===== config.mk =====
export PLATFORM = sky130hd
export DESIGN_NAME = miller_pause_encoder
export DESIGN_NICKNAME = d
export VERILOG_FILES = /design/src/rtl/miller_pkg.sv /design/src/rtl/miller_etu_timer.sv /design/src/rtl/miller_pause_encoder.sv
export SDC_FILE = /design/constraint.sdc
export NUM_CORES = 1
export LEC_CHECK = 0
export CORE_MARGIN = 2
export CORE_UTILIZATION = 46
export DETAILED_ROUTE_END_ITERATION = 7
export GPL_ROUTABILITY_DRIVEN = 0
export PLACE_DENSITY = 0.71
export SLEW_MARGIN = 10
export SYNTH_ARGS = -nofsm -noshare
export SYNTH_HDL_FRONTEND = slang
export SYNTH_HIERARCHICAL = 1
export SYNTH_SLANG_ARGS = --single-unit

===== constraint.sdc =====
create_clock -name in_clk -period 2.1 [get_ports in_clk]
set_input_delay 0.42 -clock in_clk [delete_from_list [all_inputs] [get_ports in_clk]]
set_output_delay 0.42 -clock in_clk [all_outputs]
set_load 0.01 [all_outputs]

===== src/rtl/miller_pkg.sv =====
// miller_pkg: shared defaults, state and sequence types for the Modified Miller link (MILLER_PARITY_EN adds the PAR state)
package miller_pkg;

    localparam int CLK_PER_ETU_DEF = 32;
    localparam int PAUSE_LEN_DEF   = 8;

`ifdef MILLER_PARITY_EN
    typedef enum logic [2:0] {ST_IDLE, ST_SOF, ST_DATA, ST_EOF0, ST_EOFY, ST_PAR} state_t;
`else
    typedef enum logic [2:0] {ST_IDLE, ST_SOF, ST_DATA, ST_EOF0, ST_EOFY} state_t;
`endif

    typedef enum logic [1:0] {SEQ_Y, SEQ_X, SEQ_Z} seq_t;

    // A 1 is always X; a 0 is Y right after an X and Z after anything else
    function automatic seq_t encode_bit(input logic b, input seq_t prev);
        return b ? SEQ_X : (prev == SEQ_X ? SEQ_Y : SEQ_Z);
    endfunction

endpackage


===== src/rtl/miller_etu_timer.sv =====
// miller_etu_timer: free-running ETU counter with synchronous clear and terminal-count pulse
module miller_etu_timer
    import miller_pkg::*;
#(
    parameter int CLK_PER_ETU = CLK_PER_ETU_DEF
) (
    input  logic                           clk_i,
    input  logic                           rst_i,
    input  logic                           clr_i,
    output logic [$clog2(CLK_PER_ETU)-1:0] cnt_o,
    output logic                           tc_o
);

    localparam int W = $clog2(CLK_PER_ETU);

    logic [W-1:0] cnt_q, cnt_d;

    // Terminal pulse on the last clock of the ETU, then wrap to 0
    always_comb begin
        tc_o  = !clr_i && cnt_q == W'(CLK_PER_ETU - 1);
        cnt_d = (clr_i || tc_o) ? '0 : cnt_q + 1'b1;
    end

    // Counter register
    always_ff @(posedge clk_i) begin
        cnt_q <= rst_i ? '0 : cnt_d;
    end

    assign cnt_o = cnt_q;

endmodule


===== src/rtl/miller_pause_encoder.sv =====
// miller_pause_encoder: framed Modified Miller pause encoder (SoF Z, data, EoF 0+Y); MILLER_PARITY_EN inserts odd parity per byte
module miller_pause_encoder
    import miller_pkg::*;
#(
    parameter int CLK_PER_ETU = CLK_PER_ETU_DEF,
    parameter int PAUSE_LEN   = PAUSE_LEN_DEF
) (
    input  logic in_clk,
    input  logic in_PoR,
    input  logic in_start,
    input  logic in_bit,
    input  logic in_bit_valid,
    input  logic in_bit_last,
    output logic out_bit_ready,
    output logic out_pause,
    output logic out_busy,
    output logic out_done,
    output logic out_err
);

    localparam int W    = $clog2(CLK_PER_ETU);
    localparam int HALF = CLK_PER_ETU / 2;

    state_t       state_q, state_d;
    seq_t         seq_q, seq_d;
    logic         last_q, last_d;
    logic         pause_q, pause_d;
    logic         done_q, done_d;
    logic         idle, fetch, tc;
    logic [W-1:0] cnt, cnt_nxt;
`ifdef MILLER_PARITY_EN
    logic [2:0]   nbit_q, nbit_d;
    logic         acc_q, acc_d;
    logic         par_due;
`endif

    function automatic logic pause_at(input seq_t s, input logic [W-1:0] c);
        return s == SEQ_Z ? int'(c) < PAUSE_LEN
             : s == SEQ_X ? (int'(c) >= HALF && int'(c) < HALF + PAUSE_LEN)
             : 1'b0;
    endfunction

    miller_etu_timer #(.CLK_PER_ETU(CLK_PER_ETU)) u_timer (
        .clk_i (in_clk),
        .rst_i (in_PoR),
        .clr_i (idle),
        .cnt_o (cnt),
        .tc_o  (tc)
    );

    // Fetch strobe on the last clock of SOF and of every ETU that is followed by another data bit
    always_comb begin
        idle = state_q == ST_IDLE;
`ifdef MILLER_PARITY_EN
        par_due = state_q == ST_DATA && nbit_q == 3'd0;
        fetch   = tc && !last_q && (state_q == ST_SOF || (state_q == ST_DATA && !par_due) || state_q == ST_PAR);
`else
        fetch   = tc && (state_q == ST_SOF || (state_q == ST_DATA && !last_q));
`endif
        cnt_nxt = (idle || tc) ? '0 : cnt + 1'b1;
    end

    // Next frame state, next symbol and the pause level for the coming clock
    always_comb begin
        state_d = state_q;
        seq_d   = seq_q;
        last_d  = last_q;
        done_d  = 1'b0;
`ifdef MILLER_PARITY_EN
        nbit_d  = nbit_q;
        acc_d   = acc_q;
`endif
        if (idle) begin
            if (in_start) begin
                state_d = ST_SOF;
                seq_d   = SEQ_Z;
                last_d  = 1'b0;
`ifdef MILLER_PARITY_EN
                nbit_d  = 3'd0;
                acc_d   = 1'b0;
`endif
            end
        end else if (fetch) begin
            state_d = in_bit_valid ? ST_DATA : ST_EOF0;
            seq_d   = encode_bit(in_bit_valid && in_bit, seq_q);
            last_d  = in_bit_valid && in_bit_last;
`ifdef MILLER_PARITY_EN
            nbit_d  = nbit_q + {2'b00, in_bit_valid};
            acc_d   = acc_q ^ (in_bit_valid && in_bit);
`endif
        end else if (tc) begin
`ifdef MILLER_PARITY_EN
            if (par_due) begin
                state_d = ST_PAR;
                seq_d   = encode_bit(~acc_q, seq_q);
                acc_d   = 1'b0;
            end else
`endif
            if (state_q == ST_EOF0) begin
                state_d = ST_EOFY;
                seq_d   = SEQ_Y;
            end else if (state_q == ST_EOFY) begin
                state_d = ST_IDLE;
                done_d  = 1'b1;
            end else begin
                state_d = ST_EOF0;
                seq_d   = encode_bit(1'b0, seq_q);
            end
        end
        pause_d = state_d != ST_IDLE && pause_at(seq_d, cnt_nxt);
    end

    // Frame state and registered outputs
    always_ff @(posedge in_clk) begin
        if (in_PoR) begin
            state_q <= ST_IDLE;
            seq_q   <= SEQ_Y;
            last_q  <= 1'b0;
            pause_q <= 1'b0;
            done_q  <= 1'b0;
`ifdef MILLER_PARITY_EN
            nbit_q  <= 3'd0;
            acc_q   <= 1'b0;
`endif
        end else begin
            state_q <= state_d;
            seq_q   <= seq_d;
            last_q  <= last_d;
            pause_q <= pause_d;
            done_q  <= done_d;
`ifdef MILLER_PARITY_EN
            nbit_q  <= nbit_d;
            acc_q   <= acc_d;
`endif
        end
    end

    assign out_pause     = pause_q;
    assign out_busy      = !idle;
    assign out_done      = done_q;
    assign out_bit_ready = fetch;
    assign out_err       = fetch && !in_bit_valid;

endmodule


Word-level counts from Yosys, hierarchy flattened:

Cells that the tools add are included.

* flip-flop bits (word level): 13
* input bits: 6
* output and inout port bits: 5

* add/subtract/negate cells: 1
* order comparisons: 3
* equal/unequal tests: 9
* muxes and demuxes: 22
* bitwise logic cells: 1
* reductions and logical operators: 18

Operators by type and width (number)
* $mux W2: 9
* $mux W3: 5
* $logic_and A1 B1 Y1: 8
* $mux W1: 7
* $eq A3 B2 Y1 const B: 2
* $add A5 B1 Y5 const B: 1
* $eq A5 B5 Y1 const B: 1
* $ge A5 B5 Y1 const B: 1
* $lt A5 B4 Y1 const B: 1
* $lt A5 B5 Y1 const B: 1
* $mux W5: 1
* $reduce_or A5 Y1: 1
* $eq A2 B1 Y1 const B: 2
* $eq A3 B1 Y1 const B: 1
* $eq A3 B3 Y1 const B: 1
* $logic_not A1 Y1: 3
* $logic_not A3 Y1: 1
* $reduce_bool A3 Y1: 1
* $eq A2 B2 Y1 const B: 1
* $logic_or A1 B1 Y1: 2
* $ne A2 B2 Y1 const B: 1
* $reduce_and A2 Y1: 1
* $reduce_bool A2 Y1: 1
* $not A1 Y1: 1

Logic depth before layout (Yosys ltp):

* depth in word-level cells: 11
* mapped depth: 10

Cells and area by module:

The synthesis kept the hierarchy.

Modules (own cells, without submodules)
* miller_pause_encoder: instances 1, cells an instance 64, area an instance 505.5 um^2, seq. area each 160.2 um^2
* miller_etu_timer: instances 1, cells an instance 19, area an instance 214.0 um^2, seq. area each 100.1 um^2

Worst setup path before layout:

Ideal clock, no wire load.

* kind: reg2reg
* start: register u_timer.cnt_q[0], in the netlist u_timer/cnt_o[0]
* end: register pause_q, in the netlist out_pause
* setup time: 0.070 ns
* arrival: 2.229 ns
* data required time: 2.030 ns
* setup slack: -0.199 ns
* cell stages (with the launch flop): 11
* clock period less this slack: 2.299 ns
* path through: dfxtp_1 ha_1 and3_1 ha_1 nor2b_1 buf_2 nor2b_1 o21a_1 a31oi_1 or3_1 a21oi_1

* word-level cells in the longest chain between the ends: 9

RTL lines
* start, declared: line miller_etu_timer.sv:16 `logic [W-1:0] cnt_q, cnt_d;`
* start signal, assigned: line miller_etu_timer.sv:26 `cnt_q <= rst_i ? '0 : cnt_d;`
* $eq A5 B5 Y1 *: line miller_etu_timer.sv:20 `tc_o = !clr_i && cnt_q == W'(CLK_PER_ETU - 1);`
* $logic_and A1 B1 Y1 *: line miller_etu_timer.sv:20
* via tc: line miller_pause_encoder.sv:29 `logic idle, fetch, tc;`
* $logic_and A1 B1 Y1 *: line miller_pause_encoder.sv:58 `fetch = tc && (state_q == ST_SOF || (state_q == ST_DATA && !last_q));`
* via out_bit_ready: line miller_pause_encoder.sv:14 `output logic out_bit_ready,`
* $mux W2: line miller_pause_encoder.sv:83 `end else if (fetch) begin`
* $mux W2: line miller_pause_encoder.sv:73 `if (idle) begin`
* $eq A2 B1 Y1: line miller_pause_encoder.sv:39 `: s == SEQ_X ? (int'(c) >= HALF && int'(c) < HALF + PAUSE_LEN)`
* $mux W1: line miller_pause_encoder.sv:39
* $mux W1: line miller_pause_encoder.sv:38 `return s == SEQ_Z ? int'(c) < PAUSE_LEN`
* $logic_and A1 B1 Y1 *: line miller_pause_encoder.sv:110 `pause_d = state_d != ST_IDLE && pause_at(seq_d, cnt_nxt);`
* end signal, assigned: line miller_pause_encoder.sv:129 `pause_q <= pause_d;`
* end, declared: line miller_pause_encoder.sv:27 `logic pause_q, pause_d;`

The timed path passes the listed nets; every way through them passes the cells marked *.
A chain may end at the register's enable or synchronous reset.

Worst setup path after layout:

* start: register u_timer.cnt_q[1], in the netlist u_timer/cnt_o[1]
* end: output out_err

* word-level cells in the longest chain between the ends: 4

RTL lines
* $eq A5 B5 Y1: line miller_etu_timer.sv:20
* $logic_and A1 B1 Y1: line miller_etu_timer.sv:20
* via tc: line miller_pause_encoder.sv:29
* $logic_and A1 B1 Y1: line miller_pause_encoder.sv:58
* $logic_and A1 B1 Y1: line miller_pause_encoder.sv:142 `assign out_err = fetch && !in_bit_valid;`
* end, declared: line miller_pause_encoder.sv:18 `output logic out_err`

The timed path passes the listed nets, and every way through them passes these cells.

==> results.yml <==
synth:
  synth-edff-count: 0
  mappedNetlistNets: 91
  post_synth_instance_area_um2: 719.4
  postSynthAreaPerCell_um2: 8.668
  netlist_instances: 83
  postSynth.topFlopCell: "sky130_fd_sc_hd__dfxtp_1"
  yosysWarnings: 6
  synth.distinct_cells: 38
  synth_seq_area_share_pct: 36.17
  synth_seq_cells: 13
  postSynth.asyncResetShare_pct: 0
timing:
  grt_setup_unrepaired: "true"
  report.final.setup_viol: 3
  tightestPinTransition_ns: 0.4391
  finalCritPeriodShare_pct: 103.8
  slew_headroom_pct: 70.63
  report.final.slew_viol_count: 0
  finalSetupTns_ns: -0.1247
  finalHoldViolCount: 0
  final.setup_skew_ns: 0.002202
  hold_slack_ns: 0.4981
  fmax_mhz: 458.7
  finalWorstSetupSlack_ns: -0.08009
  final_period_minus_worst_setup_slack_ns: 2.180
route:
  drt-vias-per-instance: 5.884
  initialDrtViolationCount: 14
  avgRoutedWirePerCell_um: 14.71
  drt_pre_antenna_iters: 4
  via_count: 759
  drtAntennaViolNets: 0
  remaining_drc_errors: 0
  totalWireLength_mm: 1.898
placement:
  dp_hpwl_mm: 1.283
  number_of_placed_cells_counting_well_taps: 124
  numPortBuffers: 10
  placed_area_um2: 989.7
floorplan:
  num_io_pins: 11
  die_width_um: 43.55
  design.die.area_um2: 1896
  core-area_um2: 1489
  dieHeight_um: 43.55
  initial_utilization_pct: 48.32
  placement_rows: 14
critical_path:
  critical_path_peak_fanout: 3
  critical_path_arrival_ns: 1.76
  critPathMostFrequentCell: "sky130_fd_sc_hd__nor2b_4"
  timing.reg2reg.setup_slack_ns: 0
  r2r_end: "out_pause"
  worst_setup_path_end_kind: "primary output"
  r2r.worst_path.cells: 10
  cpPeakStageDelay_ns: 0.36
  crit_path_cell_trace: "ha_4, and3_4, ha_4, nor2b_4, nor2b_4, o21a_4, nor2b_4, buf_6"
  worst_r2r_startpoint: "u_timer/cnt_o[1]"
  worstSetupStartpointType: "flop"
  critical_path.startpoint: "u_timer/cnt_o[1]"
  cp_slowest_cell: "sky130_fd_sc_hd__dfxtp_2"
  crit_required_ns: 1.68
  path_class: "reg -> out"
  setup.worst_path.end: "out_err"
finish:
  post-route-cell-area_um2: 1087
  layout.cells.most_common_list: "sky130_fd_sc_hd__buf_4, sky130_fd_sc_hd__dfxtp_1, sky130_fd_sc_hd__clkdlybuf4s50_1"
  nets: 122
  seqCellArea_um2: 262.8
  area.growth.synth_to_final_pct: 51.13
  multi_input_area_um2: 526.8
  n_antenna_cell: 0
  final_instance_count_without_filler_cells: 129
  fillerInstances: 124
  final_core_utilization_pct: 73.03
  layout-drive-gt1-share_pct: 37.17
  commonest_non_fill_non_tap_cell_in_the_layout: "sky130_fd_sc_hd__buf_4"
global_routing:
  via_count_of_the_first_global_routing_pass: 760
  overall_track_demand_over_capacity_in_global_routing_pct: 22.66
  grt_start_max_net_pins: 14
  grt_pass1_wl_mm: 3.091
  grt_antenna_before_repair: 0
  grt-ovfl-total: 0
power_and_ir_drop:
  cellPowerDensity_nw_per_um2: 456.5
  irDropWorstVdd_v: 0.0003614
  power_leakage_uw: 0.0004585
clock_tree:
  htree_levels: 1
  root_buffer: "sky130_fd_sc_hd__clkbuf_4"
  number_of_clock_sinks: 13
  tritoncts: "done"
  cts_inserted_buffers: 3
  worst_skew_pair_latency_ns: 0.28
  clk_pin_slew_ns: 0.08
  clk_path_buf_depth: 2
run_status:
  violations: "setup timing"
  run_status: "finished, violations left"
flow_run:
  drv.max_cap_violation_count: 0
worst_hold_path:
  worst_hold_path_type: "reg -> reg"
cell type report:
class	instances	area share, %
Inverter	1	0.5754
Clock buffer	4	2.417
Timing Repair Buffer	29	22.55
Tap cell	16	1.841
Sequential cell	13	24.17
Multi-Input combinational cell	66	48.45
kinds of logic (layout without fill, tap and decap cells):
family | Yosys count | count (layout) | synth area share [%]
AO/OA/AOI/OAI | 21 | 21 | 20.00
multiplexers | 1 | 1 | 1.565
AND/OR/NAND/NOR | 41 | 41 | 35.13
XOR/XNOR | 1 | 1 | 1.218
flip-flops | 13 | 13 | 36.17
buffers and inverters | 4 | 34 | 2.434
adder cells (fa/ha/maj) | 2 | 2 | 3.478
report_power, final:
part	internal (µW)	total [µW]	switching (µW)
combinational	40.6	79.8	39.2
sequential	253	257	4.33
clock	73.7	159	85.6
state kept, by name, indices dropped and copies added, names as in the netlist:
| signal | cells |
|---|---|
| state_q | 3 |
| u_timer/cnt_o | 5 |
| out_pause | 1 |
| last_q | 1 |
| out_done | 1 |
| seq_q | 2 |
timing repair:
action,4_1_cts,5_1_grt
hold buffers,0,0
buffers inserted,1,0
endpoints found under the hold margin,0,0
pin swaps,0,2
setup endpoints to repair,3,3
gates resized for setup,16,4
per-layer routing:
layer	track usage, %	up-vias	share of wire [%]
met5	0	-	0
li1	-	377	-
met4	16.97	0	2.8
met1	25.97	352	41
met2	35.29	22	52
met3	6.667	8	4.7
metrics by stage:
stage                     setup WS [ns]  power, µW
after detailed placement        -0.2620      331.8
after global placement          -0.2040      330.7
final                          -0.08009      496.3
after floorplan                 0.01090      297.3
after CTS                      -0.06599      492.2
after global routing            -0.1283      518.1
Yosys cell counts, types with 2 or more instances:
| master | instances | area, µm² |
|---|---|---|
| sky130_fd_sc_hd__nor2b_1 | 5 | 31.28 |
| sky130_fd_sc_hd__a31oi_1 | 2 | 12.51 |
| sky130_fd_sc_hd__a21oi_1 | 3 | 15.01 |
| sky130_fd_sc_hd__nor3_1 | 2 | 10.01 |
| sky130_fd_sc_hd__nor4_1 | 2 | 12.51 |
| sky130_fd_sc_hd__ha_1 | 2 | 25.02 |
| sky130_fd_sc_hd__nor2_1 | 6 | 22.52 |
| sky130_fd_sc_hd__and2_1 | 3 | 18.77 |
| sky130_fd_sc_hd__nor3b_1 | 2 | 15.01 |
| sky130_fd_sc_hd__and3_1 | 3 | 18.77 |
| sky130_fd_sc_hd__nand2_1 | 5 | 18.77 |
| sky130_fd_sc_hd__dfxtp_1 | 13 | 260.3 |
| sky130_fd_sc_hd__o21ai_0 | 4 | 20.02 |
| sky130_fd_sc_hd__or3_1 | 3 | 18.77 |
| sky130_fd_sc_hd__buf_2 | 2 | 10.01 |
| sky130_fd_sc_hd__a211oi_1 | 2 | 15.01 |
| sky130_fd_sc_hd__o31ai_1 | 2 | 15.01 |
| sky130_fd_sc_hd__o211ai_1 | 2 | 15.01 |
worst min path at each step:
| stage | slack [ns] | startpoint | to | cells past startpoint |
|---|---|---|---|---|
| 6_report | 0.50 | last_q | last_q | 2 |
| 3_3_place_gp | 0.49 | last_q | last_q | 2 |
| 4_1_cts | 0.50 | last_q | last_q | 2 |
| 3_5_place_dp | 0.49 | last_q | last_q | 2 |
| 5_1_grt | 0.54 | last_q | last_q | 2 |
| 2_1_floorplan | 0.41 | u_timer/cnt_o[0] | u_timer/cnt_o[0] | 1 |
critical path: cells and delay by family, from the launching register on:
family / cells / cell delay [ns]
AOI/OAI and AO/OA: 1 / 0.14
adders and majority gates: 2 / 0.27
buffers and inverters: 1 / 0.10
DFF: 1 / 0.36
and+or+nand+nor: 4 / 0.61
No activity file was read; power rests on OpenSTA's default activity.
